## src/rtl/ucy_pkg.sv

```systemverilog
// Shared types and helpers for the ucy_7490 decade counter model.
// Holds the BCD type, the reset/preset BCD constants and the ÷5
// successor function. The successor covers the illegal states too,
// because an R9 preset followed by a poke can land the ÷5 section
// outside its normal 000..100 cycle.
package ucy_pkg;

   typedef logic [3:0] ucy_bcd_t;

   localparam ucy_bcd_t UCY_BCD_ZERO = 4'h0;
   localparam ucy_bcd_t UCY_BCD_NINE = 4'h9;

   // Successor of the ÷5 section {QD,QC,QB}. The illegal states advance
   // the same way the original part does.
   function automatic logic [2:0] ucy_div5_next(input logic [2:0] cur);
      logic [2:0] nxt;
      case (cur)
         3'b000:  nxt = 3'b001;
         3'b001:  nxt = 3'b010;
         3'b010:  nxt = 3'b011;
         3'b011:  nxt = 3'b100;
         3'b100:  nxt = 3'b000;
         3'b101:  nxt = 3'b010;
         3'b110:  nxt = 3'b010;
         3'b111:  nxt = 3'b000;
         default: nxt = 3'b000;
      endcase
      return nxt;
   endfunction

endpackage

```

## src/rtl/ucy_pin_cond.sv

```systemverilog
// Per-pin conditioning for ucy_7490: sampling (plus a two-flop
// synchroniser when UCY_INPUT_SYNC_EN is defined), an optional glitch
// filter of FILTER_LEN cycles, and falling-edge detection on the
// filtered level. With the macro undefined the pin must already be
// synchronous to clk.
module ucy_pin_cond #(
   parameter int FILTER_LEN = 0
) (
   input  logic clk,
   input  logic rst,
   input  logic pin,
   output logic level,
   output logic fall
);

   logic samp_q;
   logic level_s;
   logic prev_q;

`ifdef UCY_INPUT_SYNC_EN
   logic meta_q;
   logic sync_q;

   // Two-flop synchroniser ahead of the sampling register.
   always_ff @(posedge clk or posedge rst) begin
      if (rst) begin
         meta_q <= 1'b0;
         sync_q <= 1'b0;
         samp_q <= 1'b0;
      end else begin
         meta_q <= pin;
         sync_q <= meta_q;
         samp_q <= sync_q;
      end
   end
`else
   // Single sampling register; the pin is already synchronous to clk.
   always_ff @(posedge clk or posedge rst) begin
      if (rst) begin
         samp_q <= 1'b0;
      end else begin
         samp_q <= pin;
      end
   end
`endif

   generate
      if (FILTER_LEN == 0) begin : g_nofilt
         assign level_s = samp_q;
      end else begin : g_filt
         localparam int CW = $clog2(FILTER_LEN + 1);
         localparam logic [CW-1:0] LAST = CW'(FILTER_LEN - 1);

         logic          filt_q;
         logic          filt_d;
         logic [CW-1:0] cnt_q;
         logic [CW-1:0] cnt_d;

         // Accept a new level only after it has differed for FILTER_LEN cycles.
         always_comb begin
            filt_d = filt_q;
            cnt_d  = cnt_q;
            if (samp_q == filt_q) begin
               cnt_d = {CW{1'b0}};
            end else if (cnt_q >= LAST) begin
               filt_d = samp_q;
               cnt_d  = {CW{1'b0}};
            end else begin
               cnt_d = cnt_q + CW'(1);
            end
         end

         // Filter state registers.
         always_ff @(posedge clk or posedge rst) begin
            if (rst) begin
               filt_q <= 1'b0;
               cnt_q  <= {CW{1'b0}};
            end else begin
               filt_q <= filt_d;
               cnt_q  <= cnt_d;
            end
         end

         assign level_s = filt_q;
      end
   endgenerate

   // Edge history; cleared to 0 so a first sampled 1 is a rising edge.
   always_ff @(posedge clk or posedge rst) begin
      if (rst) begin
         prev_q <= 1'b0;
      end else begin
         prev_q <= level_s;
      end
   end

   assign level = level_s;
   assign fall  = prev_q & ~level_s;

endmodule

```

## src/rtl/ucy_7490.sv

```systemverilog
// Pin-accurate 7490 decade counter (÷2 + ÷5) clocked from one system clock.
// CKA/CKB are sampled pins edge-detected on clk; no derived clocks.
// Optional build macro: UCY_INPUT_SYNC_EN adds a two-flop synchroniser
// on every input pin (+2 cycles latency).
// Bit order of the internal state is {QD,QC,QB,QA}.
module ucy_7490
   import ucy_pkg::*;
#(
   parameter int FILTER_LEN = 0
) (
   input  logic clk,
   input  logic rst,
   input  logic p1,
   input  logic p2,
   input  logic p3,
   input  logic p4,
   input  logic p5,
   input  logic p6,
   input  logic p7,
   output logic p8,
   output logic p9,
   input  logic p10,
   output logic p11,
   output logic p12,
   input  logic p13,
   input  logic p14
);

   logic cka_level_s, cka_fall_s;
   logic ckb_level_s, ckb_fall_s;
   logic r01_level_s, r01_fall_s;
   logic r02_level_s, r02_fall_s;
   logic r91_level_s, r91_fall_s;
   logic r92_level_s, r92_fall_s;
   logic r0_s;
   logic r9_s;
   logic unused_s;

   ucy_bcd_t bcd_q;
   ucy_bcd_t bcd_d;

   ucy_pin_cond #(.FILTER_LEN(FILTER_LEN)) u_cka (.clk(clk), .rst(rst), .pin(p14), .level(cka_level_s), .fall(cka_fall_s));
   ucy_pin_cond #(.FILTER_LEN(FILTER_LEN)) u_ckb (.clk(clk), .rst(rst), .pin(p1),  .level(ckb_level_s), .fall(ckb_fall_s));
   ucy_pin_cond #(.FILTER_LEN(FILTER_LEN)) u_r01 (.clk(clk), .rst(rst), .pin(p2),  .level(r01_level_s), .fall(r01_fall_s));
   ucy_pin_cond #(.FILTER_LEN(FILTER_LEN)) u_r02 (.clk(clk), .rst(rst), .pin(p3),  .level(r02_level_s), .fall(r02_fall_s));
   ucy_pin_cond #(.FILTER_LEN(FILTER_LEN)) u_r91 (.clk(clk), .rst(rst), .pin(p6),  .level(r91_level_s), .fall(r91_fall_s));
   ucy_pin_cond #(.FILTER_LEN(FILTER_LEN)) u_r92 (.clk(clk), .rst(rst), .pin(p7),  .level(r92_level_s), .fall(r92_fall_s));

   assign r9_s = r91_level_s & r92_level_s;
   assign r0_s = r01_level_s & r02_level_s;

   // Power/NC pins and unneeded conditioner outputs are intentionally dropped.
   assign unused_s = ^{p4, p5, p10, p13, cka_level_s, ckb_level_s,
                       r01_fall_s, r02_fall_s, r91_fall_s, r92_fall_s};

   // Priority R9 > R0 > count; clock edges under R0/R9 are discarded.
   always_comb begin
      bcd_d = bcd_q;
      if (r9_s) begin
         bcd_d = UCY_BCD_NINE;
      end else if (r0_s) begin
         bcd_d = UCY_BCD_ZERO;
      end else begin
         if (cka_fall_s) begin
            bcd_d[0] = ~bcd_q[0];
         end else begin
            bcd_d[0] = bcd_q[0];
         end
         if (ckb_fall_s) begin
            bcd_d[3:1] = ucy_div5_next(bcd_q[3:1]);
         end else begin
            bcd_d[3:1] = bcd_q[3:1];
         end
      end
   end

   // Counter state register.
   always_ff @(posedge clk or posedge rst) begin
      if (rst) begin
         bcd_q <= UCY_BCD_ZERO;
      end else begin
         bcd_q <= bcd_d;
      end
   end

   assign p12 = bcd_q[0];
   assign p9  = bcd_q[1];
   assign p8  = bcd_q[2];
   assign p11 = bcd_q[3];

endmodule

```

## config.mk

```make
export PLATFORM = sky130hd
export DESIGN_NAME = ucy_7490
export DESIGN_NICKNAME = d
export VERILOG_FILES = /design/src/rtl/ucy_pkg.sv /design/src/rtl/ucy_pin_cond.sv /design/src/rtl/ucy_7490.sv
export SDC_FILE = /design/constraint.sdc
export NUM_CORES = 1
export LEC_CHECK = 0
export BUFFER_PORTS_ARGS = -buffer_cell sky130_fd_sc_hd__buf_2
export CAP_MARGIN = 15
export CORE_AREA = 10 10 51 53
export DETAILED_ROUTE_END_ITERATION = 7
export DIE_AREA = 0 0 61 63
export HOLD_SLACK_MARGIN = 0.1
export SLEW_MARGIN = 30
export SYNTH_ARGS = -nofsm -noshare
export SYNTH_HDL_FRONTEND = slang
export SYNTH_HIERARCHICAL = 1
export SYNTH_SLANG_ARGS = --single-unit
```

## constraint.sdc

```tcl
create_clock -name clk -period 2.7 [get_ports clk]
set_input_delay 0.135 -clock clk [delete_from_list [all_inputs] [get_ports clk]]
set_output_delay 0.135 -clock clk [all_outputs]
set_load 0.05 [all_outputs]
```

==> summary.txt, run 1 <==
Finish
  – Fraction of layout cells with a size suffix above 1: a little under a third
  – Filler cell count: around 170
  – Final net count: 71
  – Sequential cell area: between 300 and 400 µm²
  – Finished Layout Cells: between 70 and 80
  – Final Cell Area: between 600 and 700 µm²
  – Area of the multi-input gates: between 100 and 150 µm²
  – Diode count: 0
  – Area Overhead vs Synth: 40.11%

Placed design
  – Gpl congestion: 0.6579
  – Port-buffer cells: 11
  – Cell Area, Placed: roughly 530 µm²
  – Placed insts: between 60 and 70
  – HPWL Detailed: about 590 µm

STA
  – Fin crit share: between 40% and 50%
  – Max frequency: 0.8939 GHz
  – Max_slew headroom: approximately 83%
  – Setup TNS: 0 ns
  – Final setup violating endpoints: 0
  – Final hold violation count: 0
  – Final min period: about 1.1 ns
  – RSZ-0062 raised after global routing: no
  – Actual slew at the worst max-slew pin: 0.2523 ns
  – Clk_skew: 0.003176 ns
  – Hold slack final: 0.2912 ns
  – Max Transition Viols Final: 0

Status
  – Status: finished, final reports clean

CTS
  – TritonCTS Buffers: 3
  – Worst-Skew Late Latency: 0.26 ns
  – H-tree depth: 1
  – TritonCTS clock tree: yes
  – Clock Path Buffers: 2
  – Clock sink total: 12
  – PostCTS Resize Cnt: 0
  – Root Driver: clkbuf_4
  – Clk slew on worst S/H paths: ~0.070 ns

Power
  – Lkg Pwr: around 0.33 nW
  – Pwr Density: 633.8 nW/µm²
  – Peak supply drop: between 300 and 400 µV

Global routing
  – Initial antenna violation count: 0
  – Vias in the first global route: 351
  – GRT Residual Overflow: 0
  – Total GRT Usage: about 5%
  – First-pass GRT wire length: about 1400 µm
  – Pin count of the biggest net entering global routing: 8

Hold path
  – HP Class: primary input to asynchronous set/reset pin

Synth
  – Post-synthesis cell area: around 460 µm²
  – Syn Nets: 48
  – Syn Area/Cell: 13.01 µm²
  – Yosys warns: 6
  – Cells after synthesis: 35

Floorplan
  – Top Ports: 16
  – Die area: roughly 3800 µm²
  – Rows: 15
  – Starting Density: roughly 28%
  – Die X: 61 µm
  – Die H: 63 µm
  – Core area: 1652 µm²

Critical path
  – CP Launch Type: register
  – Worst-path fanout max: 5
  – Critical path arrival: approximately 1.3 ns
  – WS Path Type: register to register
  – CP Capture Type: register
  – CP required: around 2.9 ns

Route
  – First-pass iteration count of the detailed router: 2
  – Vias/cell: between 4 and 5
  – Detail Route Antenna Nets: 0
  – Routed WL: between 700 and 800 µm
  – Iteration-0 DRC Markers: 1
  – Routed WL per cell: 10.16 µm
  – Drt drc: 0
  – Via count: 309

Job
  – Max-cap check violation count: 0
==> per-stage QoR <==
stage	power (mW)	util [%]	worst slack, ns
6_report	0.4045	38.64	1.581
5_1_grt	0.4289	38.64	1.491
4_1_cts	0.4137	38.64	1.573
3_5_place_dp	0.2643	32.20	1.587
3_3_place_gp	0.2632	32.20	1.601
2_1_floorplan	0.2464	-	1.461
==> registers in the layout, summed over array words and instances, names as in the netlist <==
signal        cells
u_r91/level       1
u_r02/level       1
u_r92/level       1
u_cka/level       1
u_ckb/prev_q      1
bcd_q             4
u_ckb/level       1
u_cka/prev_q      1
u_r01/level       1
==> per-layer routing <==
layer	vias to the layer above	global-route usage [%]	share of wire (%)
met5	-	0	0
met4	0	2.473	0
met3	0	3.862	14
met2	10	6.378	43
met1	144	5.446	43
li1	155	-	-
==> area by class of cell <==
class	count	share of cell area (%)
inverters	7	4.118
multi-input cells	16	20.20
repair buffers	18	19.61
clock buffers	4	5.686
well taps	17	3.333
flip-flops and latches	12	47.06
==> timing repair <==
action                    4_1_cts  5_1_grt
hold buffers                    7        0
buffers inserted                0        0
hold endpoints to repair       18        0
==> cell usage in the layout, fill, tap and decap left out, drive strengths merged, types with 2 or more instances in the layout <==
cell          n
a21oi         2
a22o          2
buf          11
clkbuf        4
dfrtp        12
dlygate4sd3   7
inv           7
nor2b         2
o21ai         2
==> worst paths after layout <==
check	start	endpoint	slack, ns	cells past startpoint
setup / recovery	u_ckb/level	bcd_q[1]	1.58	3
hold / removal	rst	u_r92/level	0.29	3
hold reg to reg	u_cka/level	u_cka/prev_q	0.44	0
setup reg to reg	u_ckb/level	bcd_q[1]	1.58	3
max in group asynchronous	rst	bcd_q[2]	2.20	3
min in group clk	u_cka/level	u_cka/prev_q	0.44	0
==> report_power, final <==
part / leakage (nW) / internal (mW) / switching [mW]
sequential: 0.144 / 0.192 / 0.00887
clock: 0.0210 / 0.0818 / 0.0562
combinational: 0.167 / 0.0262 / 0.0392
==> worst max-delay path, stage by stage, from the launching register on <==
cell	delay, ns
dfrtp_1	0.41
nor2b_4	0.16
or3b_1	0.37
a21oi_2	0.12
(Power assumes the default switching activity.)
==> run 2: changes to the inputs <==
Settings changed: ABC_AREA set to 1, CORE_AREA 10 10 51 53 to 10 10 50 52, DIE_AREA 0 0 61 63 to 0 0 60 62.
Clock period 2.7 ns to 1.05 ns, I/O delays scaled along.
==> run 2 against run 1 <==
  * Cell count rose by 18%
  * Synthesized cell count grew 37%
  * Hold slack lost 0.077 ns
  * Power increased to 2.6 times the previous value
  * Via count is 15% higher
  * Clock power rose to 2.6 times the previous value
  * Final area increased by 1.4%
  * Register-to-register slack got worse by 1.5 ns
  * Sequential share of layout area fell by 0.25 points
  * Utilization rose by 1.4 points
  * Clock skew barely moved
  * Critical path type is now register to output pin
==> summary.txt, run 2 <==
Finish
  – Final net count: 84 (was 71)
  – Fraction of layout cells with a size suffix above 1: 30.00% (was 31.58%)
  – Area Overhead vs Synth: 41.64% (was 40.11%)
  – Most common cell after layout, fill and taps aside: nand2_1 (was dfrtp_1)
  – Max reg flops: 4 (unchanged)
  – Diode count: 0 (unchanged)
  – Most flops, register: bcd_q (unchanged)
  – Commonest cells after routing, fill and taps aside: nand2_1, inv_1, buf_2 (was dfrtp_1, buf_2, inv_1, dlygate4sd3_1, clkbuf_4)

Critical path
  – CP top delay family: flip-flops (was simple AND/OR/NAND/NOR gates)
  – CP Launch Type: register (unchanged)
  – CP Capture Type: output pin (was register)
  – WS Path Type: register to output pin (was register to register)
  – CP required: 1.00 ns (was 2.90 ns)
  – Crit path buf inv count: 1 (was 0)
  – Critical Path Slowest Stage Cell: dfrtp_2 (was dfrtp_1)
  – Worst-path fanout max: 4 (was 5)
  – Slowest stage delay, CP: 0.39 ns (was 0.41 ns)
  – Cell Chain, Critical Path: buf_2 (was nor2b_4 > or3b_1 > a21oi_2)
  – Critical path arrival: 0.92 ns (was 1.32 ns)

Placed design
  – Port-buffer cells: 11 (unchanged)
  – Post-Place Setup Slack: 0.05199 ns (was 1.587 ns)
  – Gpl congestion: 0.7036 (was 0.6579)
  – HPWL Detailed: 629.6 µm (was 589.9 µm)

STA
  – RSZ-0062 raised after global routing: no (unchanged)
  – Max Transition Viols Final: 0 (unchanged)
  – Final hold violation count: 0 (unchanged)
  – Clk_skew: 0.003342 ns (was 0.003176 ns)
  – Setup TNS: 0 ns (unchanged)
  – Max_slew headroom: 82.81% (was 83.29%)
  – Actual slew at the worst max-slew pin: 0.2596 ns (was 0.2523 ns)
  – Max frequency: 1.024 GHz
  – Final min period: just under 1 ns
  – Worst Slack Setup Final: 0.07386 ns (was 1.581 ns)
  – Fin crit share: a little over 90%
  – Final setup violating endpoints: 0 (unchanged)

Synth
  – Cells after synthesis: 48 (was 35)
  – Yosys warns: 6 (unchanged)
  – Syn Nets: 61 (was 48)
  – Post-synthesis cell area: 456.7 µm² (was 455.4 µm²)
  – Syn Area/Cell: 9.514 µm² (was 13.01 µm²)

Job
  – Max-cap check violation count: 0 (unchanged)

CTS
  – TritonCTS clock tree: yes (unchanged)
  – H-tree depth: 1 (unchanged)
  – Root Driver: clkbuf_4 (unchanged)
  – Clk slew on worst S/H paths: 0.07 ns (about the same)
  – Worst-Skew Late Latency: 0.27 ns (was 0.26 ns)
  – TritonCTS Buffers: 3 (unchanged)
  – Clock Path Buffers: 2 (unchanged)
  – Clock sink total: 12 (unchanged)

Floorplan
  – Die area: 3720 µm² (was 3843 µm²)
  – Rows: 15 (unchanged)
  – Top Ports: 16 (unchanged)
  – Starting Density: 28.29% (was 27.58%)
  – Die X: 60 µm (was 61 µm)
  – Core area: 1614 µm² (was 1652 µm²)
  – Die H: 62 µm (was 63 µm)

Global routing
  – GRT Residual Overflow: 0 (unchanged)
  – Total GRT Usage: 5.048% (was 4.871%)
  – Pin count of the biggest net entering global routing: 8 (unchanged)
  – First-pass GRT wire length: 1324 µm (was 1449 µm)
  – Vias in the first global route: 332 (was 351)
  – Initial antenna violation count: 0 (unchanged)

Route
  – Vias/cell: 4.069 (was 4.176)
  – Routed WL: 833 µm (was 752 µm)
  – Via count: 354 (was 309)
  – Detail Route Antenna Nets: 0 (unchanged)
  – Drt drc: 0 (unchanged)
  – Routed WL per cell: 9.575 µm (was 10.16 µm)
  – Iteration-0 DRC Markers: 3 (was 1)
  – First-pass iteration count of the detailed router: 4 (was 2)

Power
  – Lkg Pwr: 0.3631 nW (was 0.3315 nW)
  – Pwr Density: 1602 nW/µm² (was 633.8 nW/µm²)
  – Peak supply drop: 589.6 µV (was 344.1 µV)

Hold path
  – HP Class: primary input to asynchronous set/reset pin (unchanged)

Status
  – Status: finished, final reports clean (unchanged)
## run 2: final cells by class
| cell class | count | area, µm² |
|---|---|---|
| clock buffers | 4 | 36.28 |
| fillers | 173 | 967.2 |
| inverters | 12 | 45.04 |
| multi-input cells | 24 | 116.4 |
| flip-flops and latches | 12 | 302.8 |
| well taps | 17 | 21.27 |
| repair buffers | 18 | 125.1 |
## run 2: what timing repair did
item	4_1_cts	5_1_grt
endpoints found under the hold margin	18	0
hold buffers	7	0
resized for setup	0	1
setup buffers	0	0
endpoints found under the setup margin	0	1
## run 2: worst paths after layout
kind | from | endpoint | slack [ns] | depth (start not counted)
setup / recovery | bcd_q[1] | p9 | 0.07 | 1
hold / removal | rst | u_r92/level | 0.21 | 3
setup reg to reg | bcd_q[1] | bcd_q[2] | 0.09 | 3
hold reg to reg | u_cka/level | u_cka/prev_q | 0.40 | 0
max in group asynchronous | rst | bcd_q[1] | 0.62 | 3
min in group clk | u_cka/level | u_cka/prev_q | 0.40 | 0
## run 2: routing by layer
metal	wire length, µm	vias to the layer above	global-route usage, %
li1	-	182	-
met3	72	2	2.642
met1	367	161	4.947
met5	0	-	0
met2	383	9	7.059
met4	8	0	5.769
## run 2: metrics by stage
step                      total power [mW]  hold slack, ns  utilization (%)  std cells  instance area (µm²)
after floorplan                     0.6256         -0.2188                -         48                459.2
after global placement              0.6668        -0.04891            33.18         76                535.5
after detailed placement            0.6712        -0.04478            33.18         76                535.5
after CTS                            1.056          0.2096            39.77         87                641.9
after global routing                 1.111          0.2278            40.08         87                646.9
final                                1.036          0.2147            40.08         87                646.9
## run 2: power by group
group	switching [mW]	internal, mW	total [mW]	leakage [nW]
Clock	0.145	0.211	0.355	0.0210
Combinational	0.110	0.0591	0.169	0.202
Sequential	0.0178	0.494	0.512	0.141
Total	0.273	0.764	1.04	0.363
